[config.mk]
export PLATFORM = sky130hd
export DESIGN_NAME = mole_controller
export DESIGN_NICKNAME = d
export VERILOG_FILES = /design/src/rtl/mole_controller.sv
export SDC_FILE = /design/constraint.sdc
export NUM_CORES = 1
export LEC_CHECK = 0
export ABC_CLOCK_PERIOD_IN_PS = 2410
export BUFFER_PORTS_ARGS = -buffer_cell sky130_fd_sc_hd__buf_2
export CORE_ASPECT_RATIO = 0.5
export CORE_MARGIN = 1
export CORE_UTILIZATION = 56
export DETAILED_ROUTE_END_ITERATION = 6
export GPL_TIMING_DRIVEN = 0
export MAX_ROUTING_LAYER = met4
export PLACE_DENSITY = 0.86
export SLEW_MARGIN = 40
export SYNTH_ARGS = -nofsm -noshare
export SYNTH_HDL_FRONTEND = slang
export SYNTH_SLANG_ARGS = --single-unit
[constraint.sdc]
create_clock -name Clk -period 2.41 [get_ports Clk]
set_input_delay 0.1205 -clock Clk [delete_from_list [all_inputs] [get_ports Clk]]
set_output_delay 0.1205 -clock Clk [all_outputs]
set_load 0.1 [all_outputs]
[src/rtl/mole_controller.sv]
// Whack-a-mole game-play controller: round countdown on the divider tick,
// LFSR-chosen mole placement across four holes, and hit scoring.
module mole_controller #(
  parameter int unsigned GAME_TICKS = 30,
  parameter int unsigned MOLE_TICKS = 2,
  parameter logic [7:0]  LFSR_SEED  = 8'hA5
) (
  input  logic       Clk,
  input  logic       Reset,
  input  logic       Enable,
  input  logic       Start,
  input  logic [3:0] Hit,
  output logic [3:0] Mole,
  output logic [7:0] Score,
  output logic [5:0] TimeLeft,
  output logic       Playing,
  output logic       GameOver
);

  typedef enum logic [1:0] {IDLE, SHOW, GAP, DONE} state_t;

  localparam logic [5:0] LP_GAME = 6'(GAME_TICKS);
  localparam logic [3:0] LP_MOLE = 4'(MOLE_TICKS);

  state_t     r_state, w_state_nxt;
  logic [7:0] r_lfsr;
  logic [3:0] r_mole, w_mole_nxt;
  logic [7:0] r_score, w_score_nxt;
  logic [5:0] r_time, w_time_nxt;
  logic       r_playing, w_playing_nxt;
  logic       r_gameover, w_gameover_nxt;
  logic [3:0] r_mole_cnt, w_mole_cnt_nxt;
  logic [1:0] r_last;
  logic       r_last_vld;

  logic       w_fb;
  logic [1:0] w_idx;
  logic [1:0] w_spawn_idx;
  logic [3:0] w_spawn_oh;
  logic       w_spawn;
  logic       w_hit_ok;

  assign w_fb        = r_lfsr[7] ^ r_lfsr[5] ^ r_lfsr[4] ^ r_lfsr[3];
  assign w_idx       = r_lfsr[1:0];
  // History survives round boundaries so a new round never reopens the last hole.
  assign w_spawn_idx = (r_last_vld && (w_idx == r_last)) ? w_idx + 2'd1 : w_idx;
  assign w_spawn_oh  = 4'b0001 << w_spawn_idx;
  assign w_hit_ok    = |(Hit & r_mole);

  always_comb begin
    w_state_nxt    = r_state;
    w_mole_nxt     = r_mole;
    w_score_nxt    = r_score;
    w_time_nxt     = r_time;
    w_playing_nxt  = r_playing;
    w_gameover_nxt = r_gameover;
    w_mole_cnt_nxt = r_mole_cnt;
    w_spawn        = 1'b0;
    case (r_state)
      IDLE, DONE: begin
        if (Start) begin
          w_score_nxt    = '0;
          w_time_nxt     = LP_GAME;
          w_mole_nxt     = w_spawn_oh;
          w_mole_cnt_nxt = LP_MOLE;
          w_playing_nxt  = 1'b1;
          w_gameover_nxt = 1'b0;
          w_spawn        = 1'b1;
          w_state_nxt    = SHOW;
        end
      end
      SHOW: begin
        if (Enable && (r_time == 6'd1)) begin
          w_time_nxt     = '0;
          w_mole_nxt     = '0;
          w_playing_nxt  = 1'b0;
          w_gameover_nxt = 1'b1;
          w_state_nxt    = DONE;
          if (w_hit_ok) w_score_nxt = r_score + 8'd1;
        end else if (w_hit_ok) begin
          w_score_nxt = r_score + 8'd1;
          w_mole_nxt  = '0;
          w_state_nxt = GAP;
          if (Enable) w_time_nxt = r_time - 6'd1;
        end else if (Enable) begin
          w_time_nxt = r_time - 6'd1;
          if (r_mole_cnt == 4'd1) begin
            w_mole_nxt     = w_spawn_oh;
            w_mole_cnt_nxt = LP_MOLE;
            w_spawn        = 1'b1;
          end else begin
            w_mole_cnt_nxt = r_mole_cnt - 4'd1;
          end
        end
      end
      GAP: begin
        if (Enable) begin
          if (r_time == 6'd1) begin
            w_time_nxt     = '0;
            w_mole_nxt     = '0;
            w_playing_nxt  = 1'b0;
            w_gameover_nxt = 1'b1;
            w_state_nxt    = DONE;
          end else begin
            w_time_nxt     = r_time - 6'd1;
            w_mole_nxt     = w_spawn_oh;
            w_mole_cnt_nxt = LP_MOLE;
            w_spawn        = 1'b1;
            w_state_nxt    = SHOW;
          end
        end
      end
      default: w_state_nxt = IDLE;
    endcase
  end

  always_ff @(posedge Clk) begin
    if (Reset) begin
      r_state    <= IDLE;
      r_lfsr     <= LFSR_SEED;
      r_mole     <= '0;
      r_score    <= '0;
      r_time     <= '0;
      r_playing  <= 1'b0;
      r_gameover <= 1'b0;
      r_mole_cnt <= '0;
      r_last     <= '0;
      r_last_vld <= 1'b0;
    end else begin
      r_state    <= w_state_nxt;
      r_lfsr     <= {r_lfsr[6:0], w_fb};
      r_mole     <= w_mole_nxt;
      r_score    <= w_score_nxt;
      r_time     <= w_time_nxt;
      r_playing  <= w_playing_nxt;
      r_gameover <= w_gameover_nxt;
      r_mole_cnt <= w_mole_cnt_nxt;
      if (w_spawn) begin
        r_last     <= w_spawn_idx;
        r_last_vld <= 1'b1;
      end
    end
  end

  assign Mole     = r_mole;
  assign Score    = r_score;
  assign TimeLeft = r_time;
  assign Playing  = r_playing;
  assign GameOver = r_gameover;

endmodule

* Word-level counts from Yosys, hierarchy flattened
Index checks and enable logic that the tools add are counted.
** Word-level totals
- Logic and storage cells :: 100
- Register bits :: 37
- Output and inout bits :: 20
** Operators by class
- $add $sub $neg :: 4
- Multiplexer cells :: 50
- Eq/ne operators :: 19
- Shifts and indexed selects :: 1
- Reductions and logical operators :: 12
- Bitwise logic cells :: 4
** Operators with widths (count)
- $mux 4 :: 14
- $mux 6 :: 5
- $pmux 4 s3 :: 2
- $ne 2x2->1 const B :: 9
- $pmux 6 s3 :: 1
- $mux 8 :: 2
- $pmux 8 s2 :: 1
- $mux 1 :: 15
- $mux 2 :: 6
- $pmux 1 s3 :: 3
- $reduce_and 3->1 :: 3
- $add 8x1->8 const B :: 1
- $ne 4x4->1 const B :: 2
- $reduce_and 4->1 :: 2
- $eq 6x1->1 const B :: 1
- $ne 3x3->1 const B :: 2
- $pmux 2 s3 :: 1
- $reduce_and 6->1 :: 1
- $sub 6x1->6 const B :: 1
- $and 4x4->4 :: 1
- $eq 2x2->1 const B :: 2
- $eq 4x1->1 const B :: 1
- $reduce_or 4->1 :: 1
- $shl 1x2->4 const A :: 1
- 9 further kinds :: 12

* Longest topological paths before layout
- Depth after elaboration :: 9
- Depth in mapped cells :: 9

* Least setup slack after synthesis
OpenSTA, ideal clock, no wires.
- Path type :: reg-to-reg
- Start point :: reg r_mole[0] (netlist: Mole[0])
- End point :: reg r_score[4] (netlist: Score[4])
- Arrival time :: 2.239 ns
- Setup slack :: 0.104 ns
- Path buffers :: 0
- Clock period less this slack :: 2.306 ns
- Library setup time :: 0.067 ns
- Cell stages (with the launch flop) :: 6
- Cell sequence :: dfxtp_1 -> a22oi_1 -> a311oi_2 -> nand4_1 -> xor2_1 -> nor2_1
** Between the ends
- Cells in the longest elaborated chain, start to end :: 4
** Ends and longest elaborated chain
- from (decl) :: RTL line 27 : logic [3:0] r_mole, w_mole_nxt;
- from (signal assigned) :: RTL line 132 : r_mole <= w_mole_nxt;
- $and 4x4->4 :: RTL line 48 : assign w_hit_ok = |(Hit & r_mole);
- $reduce_or 4->1 :: RTL line 48
- $ne 2x2->1 (no line)
- $reduce_and 3->1 (no line)
- to (signal assigned) :: RTL line 133 : r_score <= w_score_nxt;
- to (decl) :: RTL line 28 : logic [7:0] r_score, w_score_nxt;
Every way passes these cells.
A chain may end at the register's enable or synchronous reset.

* Worst setup path after layout
- Start point :: reg r_state[0]
- End point :: reg r_score[6] (netlist: Score[6])
** Between the ends
- Cells in the longest elaborated chain, start to end :: 4
- Elaborated cells between the ends (all ways) :: 9
- Classes of those cells :: eq/ne (4); mux (1); reduce/logical (4)
** Ends and longest elaborated chain
- from (decl) :: RTL line 25 : state_t r_state, w_state_nxt;
- from (signal assigned) :: RTL line 130 : r_state <= w_state_nxt;
- $eq 2x2->1 or $logic_not 2->1 (tied branches) :: RTL line 59 : case (r_state)
- $reduce_or 2->1 :: RTL line 59
- $ne 2x2->1 (no line) or $reduce_bool 2->1 (tied branches)
- $reduce_and 3->1 (no line)
Parallel ways exist; a longest one is shown, timed or not.

==> results_dict.tcl <==
set metrics [dict create \
    outcome "complete, but fails checks" \
    violations "DRC" \
    post_drt_wl_per_cell_um 14.6 \
    routed_wl_mm 4.33 \
    rsz0062_at_grt "no" \
    antenna_cells 0 \
    synth_top_cell_by_area "dfxtp_1" \
    clock_sink_count 37 \
    cts_root_buffer "clkbuf_8" \
    grt_pass1_vias 1583 \
    drtIter0Drc 131 \
    post_synth_xor_area_fraction_pct 5.06 \
    syn_area_sq_mm 0.00190 \
    synthTopCellsByArea "dfxtp_1 (39%), nor2_1 (4.7%), ha_1 (4.6%), a21oi_1 (3.9%), xor2_1 (3.7%)" \
    peakVddDrop_mv 1.04 \
    hold_viol 0 \
    htreeDepth 2 \
    pin_count 28 \
    cp.arrival_ns 2.32 \
    r2r.worst_path.cells 7 \
    yosys_warnings 0 \
    cap_violations 0 \
    critPathMaxStageDelay_ns 0.63 \
    synth_cell_types 48 \
    avgSynthCellArea_sq_um 8.58 \
    finalInstanceArea_sq_mm 0.00218 \
    clk_pin_slew_ns 0.07 \
    ctsLongestPathBuffers 2 \
    synth_seq_cells 37 \
    synth_flop_cell "dfxtp_1" \
    netlist_instances 222 \
    dpl.hpwl_mm 3.15 \
    maxSlewViolCount 0 \
    dieArea_sq_mm 0.00365 \
    rows 14 \
    hold_ws_ns 0.187 \
    hold_class "primary input to register" \
    cts_inserted_buffers 5 \
    skew_ns 0.00990 \
    required_ns 2.59 \
    antenna_found_initial 0 \
    tns_ns 0 \
    synth_commonest_cells "dfxtp_1 (37), nor2_1 (24), nand2_1 (17)" \
    max_slew_margin_pct 54.3 \
    fin_nets 271 \
    drt_drc_violations_left 2 \
    ant_nets 0 \
    gp_congestion 0.835 \
    cp_max_fo 9 \
    synth-simple-area-share_pct 24.0 \
    endpoint_kind "register" \
    crit_type "register to register" \
    synth_seq_area_share_pct 38.9 \
    vias 1810 \
    synth_top_family_by_area "simple AND/OR/NAND/NOR gates" \
    drt_first_pass_iters 6 \
    holdPathStages 3 \
    ctsResizeCount 0 \
    worst_slew_pin_slew_ns 0.686 \
    core_area_sq_mm 0.00312 \
    start_kind "register" \
    cpMaxStageDelayCell "a311oi_2" \
    initial_utilization_pct 61.1 \
    synth_most_common_cell "dfxtp_1" \
    holdBufCountCts 0 \
    fin_crit_ns 2.13 \
    p_per_area_mw_per_mm2 1430 \
    syn_nets 237 \
    synth_enable_flop_cells 0 \
    power.leakage_nw 0.926 \
    placed_area_sq_mm 0.00209 \
    grt_usage_pct 26.3 \
    power_w 0.00311 \
    drive_above_1_share_pct 19.1 \
    netlist.area_leader.share_pct 38.9 \
    async_reset_ff_share_pct 0 \
    synth-compound-area-share_pct 20.1 \
    clock_latency_ns 0.30 \
    cts_tree "done" \
    portBuffers 27 \
    synth_fa_ha_area_share_pct 4.60 \
    setup_viol 0 \
    cts_setup_buffers 0 \
    fp.dieW_um 84.5 \
    grt-ovfl-total 0 \
    fmax_mhz 469 \
    cp_cell_sequence "inv_1, ha_1, nor2b_1, a311oi_2, nand4_1, xor2_1, nor2_1" \
    muxShareOfSynthArea_pct 2.89 \
    grt_max_degree 12 \
    min_period_over_period_pct 88.4 \
    grt_pass1_wl_mm 6.99 \
    utilization_pct 69.9 \
    die-height_um 43.2 \
    vias_per_cell 6.11 \
    area_delta_synth_final_pct 14.5 \
]
-- worst max-delay path: cells and delay by family (launching register included) --
family                   cells  cell delay (ns)
AO/OA/AOI/OAI                1             0.63
XOR/XNOR                     1             0.19
adder cells (fa/ha/maj)      1             0.34
buffers and inverters        1             0.06
flip-flops                   1             0.33
AND/OR/NAND/NOR              3             0.46
-- cells in the final DEF (no fill, tap or decap), types with 7 or more instances in the layout --
cell type / Yosys / routed
a21oi_1: 15 / 15
xor2_1: 8 / 8
nand4_1: 8 / 8
nand2b_1: 8 / 8
buf_2: 2 / 29
dfxtp_1: 37 / 37
nor2_1: 24 / 24
ha_1: 7 / 7
nand2_1: 17 / 17
inv_1: 14 / 14
-- logic make-up after synthesis --
logic type,after synthesis
flops,37
xor+xnor,11
fa+ha+maj,7
buf+inv,21
simple gates,89
compound gates,52
mux,5
-- final cells by class --
class                           instances  area [sq um]
Buffer                                  7          32.5
Clock buffer                            6          82.6
Clock inverter                          1          7.51
Fill cell                             236           938
Inverter                               14          52.6
Multi-Input combinational cell        164          1080
Sequential cell                        37           741
Tap cell                               40          50.0
Timing Repair Buffer                   27           135
-- sequential cells by signal, summed over array words and instances (netlist names) --
signal,flops
Score,8
r_lfsr,8
TimeLeft,6
Mole,4
r_mole_cnt,4
r_last,2
r_state,2
GameOver,1
Playing,1
r_last_vld,1
-- layer usage --
| layer | wire length (um) | share of wire (%) | vias up | global-route usage [%] |
|---|---|---|---|---|
| met4 | 78 | 1.8 | 0 | 12.2 |
| met3 | 296 | 6.8 | 11 | 7.00 |
| met1 | 1950 | 45 | 860 | 30.6 |
| li1 | - | - | 863 | - |
| met5 | 0 | 0 | - | - |
| met2 | 2010 | 46 | 76 | 43.6 |
-- metrics by stage --
step	worst slack (ns)	cells
after floorplan	0.104	222
after global placement	0.395	289
after detailed placement	0.313	289
after CTS	0.301	296
after global routing	0.149	296
final	0.279	296
-- worst paths after layout --
| kind | start | to | slack [ns] |
|---|---|---|---|
| worst min register to register | r_lfsr[6]$_SDFF_PP0_ | r_lfsr[7]$_SDFF_PP1_ | 0.43 |
| worst max register to register | r_state[0]$_SDFFE_PP0P_ | Score[6]$_SDFFE_PP0P_ | 0.28 |
| worst max-delay path | r_state[0]$_SDFFE_PP0P_ | Score[6]$_SDFFE_PP0P_ | 0.28 |
| worst min-delay path | Reset | Mole[0]$_SDFFE_PP0P_ | 0.19 |
-- power breakdown --
| group | leakage [nW] | total, W | switching, W | internal, W |
|---|---|---|---|---|
| Clock | 0.0433 | 0.000450 | 0.000224 | 0.000226 |
| Sequential | 0.304 | 0.000886 | 0.000129 | 0.000758 |
| Combinational | 0.578 | 0.00178 | 0.00127 | 0.000506 |
Note: power is estimated with default switching activity, not from simulation.
